[src/rtl/grf_scoreboard.sv]
// rtl/grf_scoreboard.sv - decode-stage register file with pending-write scoreboard and W->D bypass
module grf_scoreboard #(
   parameter int DATA_W = 32,
   parameter int ADDR_W = 5,
   parameter int NUM_RD = 2,
   parameter int CNT_W  = 2
) (
   input  logic                     clk,
   input  logic                     reset,
   input  logic [NUM_RD*ADDR_W-1:0] ra,
   input  logic [NUM_RD-1:0]        use_rd,
   output logic [NUM_RD*DATA_W-1:0] rd,
   output logic [NUM_RD-1:0]        busy,
   output logic                     stall,
   input  logic                     iss_valid,
   input  logic [ADDR_W-1:0]        iss_a3,
   output logic                     iss_ready,
   input  logic                     we,
   input  logic [ADDR_W-1:0]        wa,
   input  logic [DATA_W-1:0]        wd,
   input  logic                     flush,
   output logic                     err
);

   localparam int              NREG    = 2**ADDR_W;
   localparam logic [CNT_W-1:0] CNT_MAX = '1;
   localparam logic [CNT_W-1:0] CNT_ONE = CNT_W'(1);

   logic [DATA_W-1:0] mem_q [NREG];
   logic [DATA_W-1:0] mem_d [NREG];
   logic [CNT_W-1:0]  cnt_q [NREG];
   logic [CNT_W-1:0]  cnt_d [NREG];
   logic              err_q, err_d;

   logic [ADDR_W-1:0] ra_a [NUM_RD];
   logic [CNT_W-1:0]  eff  [NUM_RD];
   logic              inc, dec;

   // A retire to reg 0 is a no-op for both data and scoreboard
   assign dec = we && (wa != '0);

   // A saturated destination holds decode, unless the same register retires this cycle
   assign iss_ready = !((iss_a3 != '0) && (cnt_q[iss_a3] == CNT_MAX) && !(dec && (wa == iss_a3)));

   // Stalled instructions never count themselves as in flight
   assign inc   = iss_valid && iss_ready && !stall && (iss_a3 != '0);
   assign stall = |busy;
   assign err   = err_q;

   // Split the packed address bus into per-port addresses
   always_comb begin
      for (int i = 0; i < NUM_RD; i++) begin
         ra_a[i] = ra[i*ADDR_W +: ADDR_W];
      end
   end

   // Read ports: zero for reg 0, WB bypass, else array; busy ignores a same-cycle retire
   always_comb begin
      rd   = '0;
      busy = '0;
      for (int i = 0; i < NUM_RD; i++) begin
         if (ra_a[i] == '0) begin
            rd[i*DATA_W +: DATA_W] = '0;
         end else if (we && (wa == ra_a[i])) begin
            rd[i*DATA_W +: DATA_W] = wd;
         end else begin
            rd[i*DATA_W +: DATA_W] = mem_q[ra_a[i]];
         end
         eff[i]  = cnt_q[ra_a[i]] - CNT_W'(dec && (wa == ra_a[i]));
         busy[i] = use_rd[i] && (ra_a[i] != '0) && (eff[i] != '0);
      end
   end

   // Next state: WB write, per-register counter update, sticky underflow flag
   always_comb begin
      mem_d = mem_q;
      cnt_d = cnt_q;
      err_d = err_q;
      if (dec) begin
         mem_d[wa] = wd;
      end
      if (dec && (cnt_q[wa] == '0) && !(inc && (iss_a3 == wa))) begin
         err_d = 1'b1;
      end
      for (int r = 1; r < NREG; r++) begin
         if (flush) begin
            cnt_d[r] = '0;
         end else if (inc && (iss_a3 == ADDR_W'(r)) && !(dec && (wa == ADDR_W'(r)))) begin
            cnt_d[r] = cnt_q[r] + CNT_ONE;
         end else if (dec && (wa == ADDR_W'(r)) && !(inc && (iss_a3 == ADDR_W'(r)))
                      && (cnt_q[r] != '0)) begin
            cnt_d[r] = cnt_q[r] - CNT_ONE;
         end
      end
   end

   // State registers; reset clears everything without waiting for a clock
   always_ff @(posedge clk or posedge reset) begin
      if (reset) begin
         for (int r = 0; r < NREG; r++) begin
            mem_q[r] <= '0;
            cnt_q[r] <= '0;
         end
         err_q <= 1'b0;
      end else begin
         mem_q <= mem_d;
         cnt_q <= cnt_d;
         err_q <= err_d;
      end
   end

endmodule
[config.mk]
export PLATFORM = sky130hd
export DESIGN_NAME = grf_scoreboard
export DESIGN_NICKNAME = d
export VERILOG_FILES = /design/src/rtl/grf_scoreboard.sv
export SDC_FILE = /design/constraint.sdc
export NUM_CORES = 2
export LEC_CHECK = 0
export BUFFER_PORTS_ARGS = -buffer_cell sky130_fd_sc_hd__buf_2
export CORE_ASPECT_RATIO = 1.1
export CORE_UTILIZATION = 61
export CTS_BUF_LIST = sky130_fd_sc_hd__clkbuf_2 sky130_fd_sc_hd__clkbuf_4 sky130_fd_sc_hd__clkbuf_8
export DETAILED_ROUTE_END_ITERATION = 6
export GPL_TIMING_DRIVEN = 0
export PLACE_DENSITY = 0.74
export REMOVE_ABC_BUFFERS = 1
export SLEW_MARGIN = 20
export SYNTH_ARGS = -nofsm -noshare
export SYNTH_HDL_FRONTEND = slang
export SYNTH_SLANG_ARGS = --single-unit
[constraint.sdc]
create_clock -name clk -period 60.3 [get_ports clk]
set_input_delay 3.015 -clock clk [delete_from_list [all_inputs] [get_ports clk]]
set_output_delay 3.015 -clock clk [all_outputs]
set_load 0.02 [all_outputs]
# ---- After elaboration in Yosys (flattened, before gate mapping)
# Index checks and enable logic that the tools add are counted.
dict set report classes {
  n_addsub 64
  n_lt_le_gt_ge 5
  n_eq_ne 67
  muxes 118
  bitwise_logic 4
  n_reduce_logical 312
}
# operator n
set ops {}
lappend ops {{bitwise mux 1024 bit} 1}
lappend ops {{binary-select mux 32 bit (select 5 bit)} 2}
lappend ops {{two-way mux 32 bit} 9}
lappend ops {{two-way mux 2 bit} 101}
lappend ops {{logical AND 1 bit} 174}
lappend ops {{demux 32 bit (select 5 bit)} 1}
lappend ops {{== test 5 bit, second input constant} 32}
lappend ops {{nonzero test 3 bit} 31}
lappend ops {{== test 5 x 4 -> 1 bit, second input constant} 16}
lappend ops {{logical NOT 1 bit} 66}
lappend ops {{nonzero test 2 bit} 33}
lappend ops {{adder 2 x 1 -> 2 bit, second input constant} 31}
lappend ops {{subtractor 2 x 1 -> 2 bit, second input constant} 31}
lappend ops {{binary-select mux 2 bit (select 5 bit)} 4}
lappend ops {{== test 5 x 3 -> 1 bit, second input constant} 8}
lappend ops {{greater-or-equal comparator 6 bit, second input constant} 4}
lappend ops {{NOT 5 -> 6 bit} 4}
lappend ops {{== test 5 x 2 -> 1 bit, second input constant} 4}
lappend ops {{== test 5 bit} 4}
lappend ops {{nonzero test 5 bit} 4}
lappend ops {{== test 5 x 1 -> 1 bit, second input constant} 2}
lappend ops {{logical NOT 5 bit} 2}
lappend ops {{less-than comparator 6 x 1 -> 1 bit, second input constant} 1}
lappend ops {{subtractor 2 x 1 -> 2 bit} 2}
lappend ops {{other kinds (3)} 3}
dict set report totals {
  register_bits 1087
  in_bits 59
  out_inout_bits 69
  wordCells 634
}

# ---- Depth between registers and ports, before layout
dict set report depth {
  depth_word 18
  depth_mapped 14
  depth_no_buf 9
}

# ---- Worst setup path after synthesis
# OpenSTA, ideal clock, no wires.
dict set report synth_timing {
  path_kind {input-to-output}
  from {input ra[5]}
  to {output rd[41]}
  t_arrival_ns 5.472
  required_time_ns 57.285
  path_slack_ns 51.813
  stages 9
  path_buffers 5
  cell_sequence {buf_2 -> buf_2 -> buf_2 -> buf_2 -> buf_2 -> mux4_2 -> mux4_2 -> mux2i_1 -> a211oi_1}
}
dict set report synth_via {
  elab_chain_cells 6
  elab_cells_between_ends 9
  cone_classes {eq/ne (1); mux (5); bitwise (1); reduce/logical (2)}
}
# element line_no
set synth_lines {}
lappend synth_lines {{start, declared} 10} ;# input logic [NUM_RD*ADDR_W-1:0] ra,
lappend synth_lines {{NOT 5 -> 6 bit (implied by the code)} 67} ;# rd[i*DATA_W +: DATA_W] = mem_q[ra_a[i]];
lappend synth_lines {{binary-select mux 32 bit (select 5 bit)} 67}
lappend synth_lines {{two-way mux 32 bit (implied by the code) (2 in a row)} 67}
lappend synth_lines {{two-way mux 32 bit} 64} ;# end else if (we && (wa == ra_a[i])) begin
lappend synth_lines {{two-way mux 32 bit *} 62} ;# if (ra_a[i] == '0) begin
lappend synth_lines {{end, declared} 12} ;# output logic [NUM_RD*DATA_W-1:0] rd,
# Every way passes the cells marked *; elsewhere a longest branch is shown, timed or not. The select of a mux whose other input is x is not followed.

# ---- Worst setup path in the final report
dict set report layout_timing {
  from {input ra[0]}
  to {output stall}
}
dict set report layout_via {
  elab_chain_cells 8
  elab_cells_between_ends 12
  cone_classes {add/sub (1); eq/ne (1); mux (3); bitwise (1); reduce/logical (6)}
}
# element line_no
set layout_lines {}
lappend layout_lines {{NOT 5 -> 6 bit (implied by the code)} 69} ;# eff[i] = cnt_q[ra_a[i]] - CNT_W'(dec && (wa == ra_a[i]));
lappend layout_lines {{binary-select mux 2 bit (select 5 bit)} 69}
lappend layout_lines {{two-way mux 2 bit (implied by the code) (2 in a row)} 69}
lappend layout_lines {{subtractor 2 x 1 -> 2 bit} 69}
lappend layout_lines {{nonzero test 2 bit} 70} ;# busy[i] = use_rd[i] && (ra_a[i] != '0) && (eff[i] != '0);
lappend layout_lines {{logical AND 1 bit *} 70}
lappend layout_lines {{OR reduction 2 bit *} 47} ;# assign stall = |busy;
lappend layout_lines {{end, declared} 14} ;# output logic stall,
# Marks and branches as above.

==> impl_metrics.xml <==
<?xml version="1.0" encoding="UTF-8"?>
<metrics>
  <group name="sta">
    <metric name="tns" unit="ps">0</metric>
    <metric name="slew_violations" unit="">0</metric>
    <metric name="min_period_over_period" unit="%">17.2</metric>
    <metric name="tightestPinTransition" unit="ps">1160</metric>
    <metric name="timing.hold.ws" unit="ps">395</metric>
    <metric name="unrepaired_setup_endpoints_after_global_routing" unit="">no</metric>
    <metric name="max_freq" unit="GHz">0.0967</metric>
    <metric name="hold_viol" unit="">0</metric>
    <metric name="timing.max_slew.rel_slack" unit="%">22.6</metric>
    <metric name="timing.final.crit_period" unit="ps">10340</metric>
    <metric name="timing.final.setup_violations" unit="">0</metric>
    <metric name="clock-skew-final" unit="ps">14.1</metric>
  </group>
  <group name="grt">
    <metric name="global_route_met3_utilization" unit="%">11.4</metric>
    <metric name="maximum_number_of_pins_on_one_net_before_global_route_repair" unit="">109</metric>
    <metric name="global_routing_usage_on_met2" unit="%">63.7</metric>
    <metric name="antenna_violations_before_repair" unit="">4</metric>
    <metric name="grt_pass1_vias" unit="">50600</metric>
    <metric name="grt-busiest-layer" unit="">met2</metric>
    <metric name="gr-usage-met1" unit="%">52.1</metric>
    <metric name="grt_pass1_wl" unit="microns">314000</metric>
    <metric name="grt_overflow_total" unit="">0</metric>
    <metric name="grt_util_all_layers" unit="%">41.7</metric>
  </group>
  <group name="power_and_ir_drop">
    <metric name="power.density_cell_area" unit="nW/um^2">30.2</metric>
    <metric name="p_leak" unit="nW">32.5</metric>
    <metric name="sequentialPowerShare" unit="%">45.5</metric>
    <metric name="internal_power" unit="mW">1.47</metric>
    <metric name="swShare" unit="%">29.7</metric>
    <metric name="switching_power" unit="mW">0.620</metric>
    <metric name="vdd_ir_drop_max" unit="uV">23.3</metric>
    <metric name="power.clock.fraction" unit="%">32.8</metric>
    <metric name="comb_power_share" unit="%">21.7</metric>
  </group>
  <group name="logic_synthesis">
    <metric name="synth_async_sr_flop_share" unit="%">100</metric>
    <metric name="post_synth_instance_area" unit="sq um">61600</metric>
    <metric name="netlist_top_cells_area" unit="">dfrtp_1, mux4_2, nand2_1</metric>
    <metric name="synth_enable_flop_cells" unit="">0</metric>
    <metric name="synth_area_leader_cell" unit="">dfrtp_1</metric>
    <metric name="synth.avg_cell_area" unit="sq um">10.7</metric>
    <metric name="synth_largest_type_area_fraction" unit="%">44.2</metric>
    <metric name="synthCells" unit="">5764</metric>
    <metric name="yosysUniqueCellTypes" unit="">61</metric>
    <metric name="dominantRegCellSynth" unit="">dfrtp_1</metric>
    <metric name="synth-seq-area-share" unit="%">44.2</metric>
    <metric name="ys.warnings.count" unit="">0</metric>
    <metric name="yosys_register_bits" unit="">1087</metric>
  </group>
  <group name="layout">
    <metric name="multi_input_comb_area" unit="sq um">32500</metric>
    <metric name="drive_gt1_share" unit="%">27.0</metric>
    <metric name="fin_cells" unit="">7071</metric>
    <metric name="layout-area-overhead-vs-synth" unit="%">12.1</metric>
    <metric name="layout.filler_cells" unit="">6656</metric>
    <metric name="nets_finish" unit="">5699</metric>
    <metric name="final-seq-area" unit="sq um">27200</metric>
  </group>
  <group name="die">
    <metric name="initial_utilization" unit="%">61.9</metric>
    <metric name="die_area" unit="sq um">102000</metric>
    <metric name="core-area" unit="sq um">99500</metric>
    <metric name="floorplan.die.width" unit="microns">305</metric>
    <metric name="io-pin-count" unit="">128</metric>
    <metric name="rows" unit="">121</metric>
    <metric name="die_height" unit="microns">335</metric>
  </group>
  <group name="critical_path">
    <metric name="critical_path.n_buffers_inverters" unit="">6</metric>
    <metric name="crit_fanout" unit="">62</metric>
    <metric name="crit_family" unit="">simple AND/OR/NAND/NOR gates</metric>
    <metric name="worst_path_max_delay_cell" unit="">nor2b_1</metric>
    <metric name="timing.critical_path.to_type" unit="">output port</metric>
    <metric name="required" unit="ps">57280</metric>
    <metric name="cp_common_cell" unit="">buf_16</metric>
    <metric name="launching_point_of_the_worst_reg2reg_path" unit="">cnt_q[6]</metric>
    <metric name="timing.critical_path.slowest_cell_delay" unit="ps">660</metric>
    <metric name="worst_ep_arrival_time" unit="ps">7330</metric>
    <metric name="r2r_end" unit="">cnt_q[3]</metric>
    <metric name="worst-r2r-setup-slack" unit="ps">56310</metric>
    <metric name="worstSetupPathType" unit="">primary input to output port</metric>
    <metric name="critPathLaunch" unit="">ra[0]</metric>
    <metric name="cp-start-kind" unit="">primary input</metric>
    <metric name="path_cells" unit="">buf_8, buf_16, buf_16, nor2b_1, a22oi_1, nand3_1, o21ai_0, nor3_1, a21oi_1, nor2_4, buf_16, inv_1, buf_2</metric>
    <metric name="r2r_cells" unit="">12</metric>
  </group>
  <group name="placed_design">
    <metric name="detailedPlacementHpwl" unit="microns">132000</metric>
    <metric name="gpl.final_weighted_congestion" unit="">0.936</metric>
    <metric name="placedCellCount" unit="">6756</metric>
    <metric name="port_buffers" unit="">127</metric>
  </group>
  <group name="clock_network">
    <metric name="cts.repair.resized" unit="">0</metric>
    <metric name="count_of_buffers_added_by_post_cts_timing_repair_for_setup" unit="">0</metric>
    <metric name="clock-root-buffer" unit="">clkbuf_8</metric>
    <metric name="cts_sinks" unit="">1087</metric>
    <metric name="h_tree_levels" unit="">4</metric>
    <metric name="clk_transition_reported_paths" unit="ps">60</metric>
    <metric name="ctsHoldBuffers" unit="">0</metric>
    <metric name="ctsLongestPathBuffers" unit="">3</metric>
    <metric name="tritoncts" unit="">yes</metric>
    <metric name="worst_skew_pair.late_latency" unit="ps">880</metric>
    <metric name="cts_buffers" unit="">173</metric>
  </group>
  <group name="hold_path">
    <metric name="hold-path-endpoint" unit="">mem_q[1004]</metric>
    <metric name="timing.hold.worst.start" unit="">mem_q[1004]</metric>
    <metric name="worst_hold_path.num_cells" unit="">0</metric>
    <metric name="path_category_of_the_worst_min_delay_check" unit="">register to register</metric>
  </group>
  <group name="run_status">
    <metric name="outcome" unit="">finished with violations</metric>
    <metric name="violations" unit="">design-rule violations</metric>
  </group>
  <group name="detailed_routing">
    <metric name="routed_wirelength" unit="microns">207000</metric>
    <metric name="detail_route.iter0.violations" unit="">7478</metric>
    <metric name="drcViolationCount" unit="">54</metric>
    <metric name="routed_wire_length_per_instance" unit="microns">29.3</metric>
    <metric name="vias_per_cell" unit="">6.99</metric>
    <metric name="via_count" unit="">49400</metric>
    <metric name="detail_route.first_pass.iterations" unit="">7</metric>
    <metric name="drt.antenna.violating_nets" unit="">0</metric>
  </group>
  <group name="job">
    <metric name="timing.max_cap.violations" unit="">0</metric>
  </group>
</metrics>
-- sequential cells by signal (all words and copies together), names as in the netlist --
name,count
cnt_q,62
err,1
mem_q,1024
-- worst max-delay path by stage --
stage,to,slack [ps],depth (start not counted)
floorplan,cnt_q[0],26680,1
global placement,mem_q[1020],14550,2
detailed placement,stall,50230,13
CTS,stall,50260,13
global route,stall,49990,13
finish,stall,49960,13
-- area by class of cell --
| type | count | share of cell area (%) |
|---|---|---|
| inverters | 10 | 0.0689 |
| multi-input cells | 4101 | 47.1 |
| well taps | 1291 | 2.34 |
| clock inverters | 30 | 0.377 |
| repair buffers | 267 | 5.64 |
| flip-flops and latches | 1087 | 39.4 |
| clock buffers | 281 | 5.05 |
| diodes | 4 | 0.0145 |
-- cell families (layout without fill, tap and decap cells) --
kind of cell | count (synthesis) | after routing | share of synthesized area, %
simple gates | 2847 | 2847 | 18.5
flops | 1087 | 1087 | 44.2
mux | 1001 | 1001 | 30.4
buf+inv | 576 | 588 | 3.78
compound gates | 236 | 236 | 2.92
xor+xnor | 17 | 17 | 0.242
other cells | 0 | 4 | 0
-- cells in the mapped netlist, drive strengths merged (7+ instances only) --
cell / instances
a22o: 28
nand2b: 8
nor4: 35
clkbuf: 452
and3: 11
mux2i: 97
a211oi: 88
a31oi: 31
nor2b: 11
o21ai: 14
mux2: 235
inv: 10
xnor2: 7
nand3b: 32
nor2: 182
nor3: 38
mux4: 669
xor2: 10
o211ai: 28
dfrtp: 1087
nand2: 2398
a2111oi: 7
buf: 114
nand3: 53
nor3b: 43
-- layer usage --
layer,vias up,wire length [microns]
li1,19900,-
met1,24500,68600
met2,3834,95400
met3,1221,26700
met4,0,16600
met5,-,0
-- per-stage QoR --
stage | instance area, sq um | setup WS (ps) | utilization [%] | power (mW)
6_report | 69000 | 49960 | 69.4 | 2.08
5_1_grt | 69000 | 49990 | 69.4 | 2.16
4_1_cts | 69000 | 50260 | 69.4 | 2.08
3_5_place_dp | 65200 | 50230 | 65.6 | 1.40
3_3_place_gp | 61500 | 14550 | 61.8 | 1.39
2_1_floorplan | 59300 | 26680 | - | 1.24
-- power by group through the flow --
stage / combinational (mW) / clock, mW / sequential [mW]
after floorplan: 0.311 / 0 / 0.930
after global placement: 0.439 / 0 / 0.947
after detailed placement: 0.447 / 0 / 0.957
after CTS: 0.449 / 0.686 / 0.946
after global routing: 0.484 / 0.716 / 0.964
final: 0.452 / 0.685 / 0.948
-- layout by cell type, fill, tap and decap left out, types with 51 or more instances in the layout --
cell type,count
buf_2,127
nand2_1,2372
nor2_1,153
mux2_2,235
mux2i_1,97
buf_16,79
clkbuf_4,61
mux4_2,669
a211oi_1,88
nand3_1,51
clkbuf_8,220
dfrtp_1,1087
No activity file was read; power rests on OpenSTA's default activity.
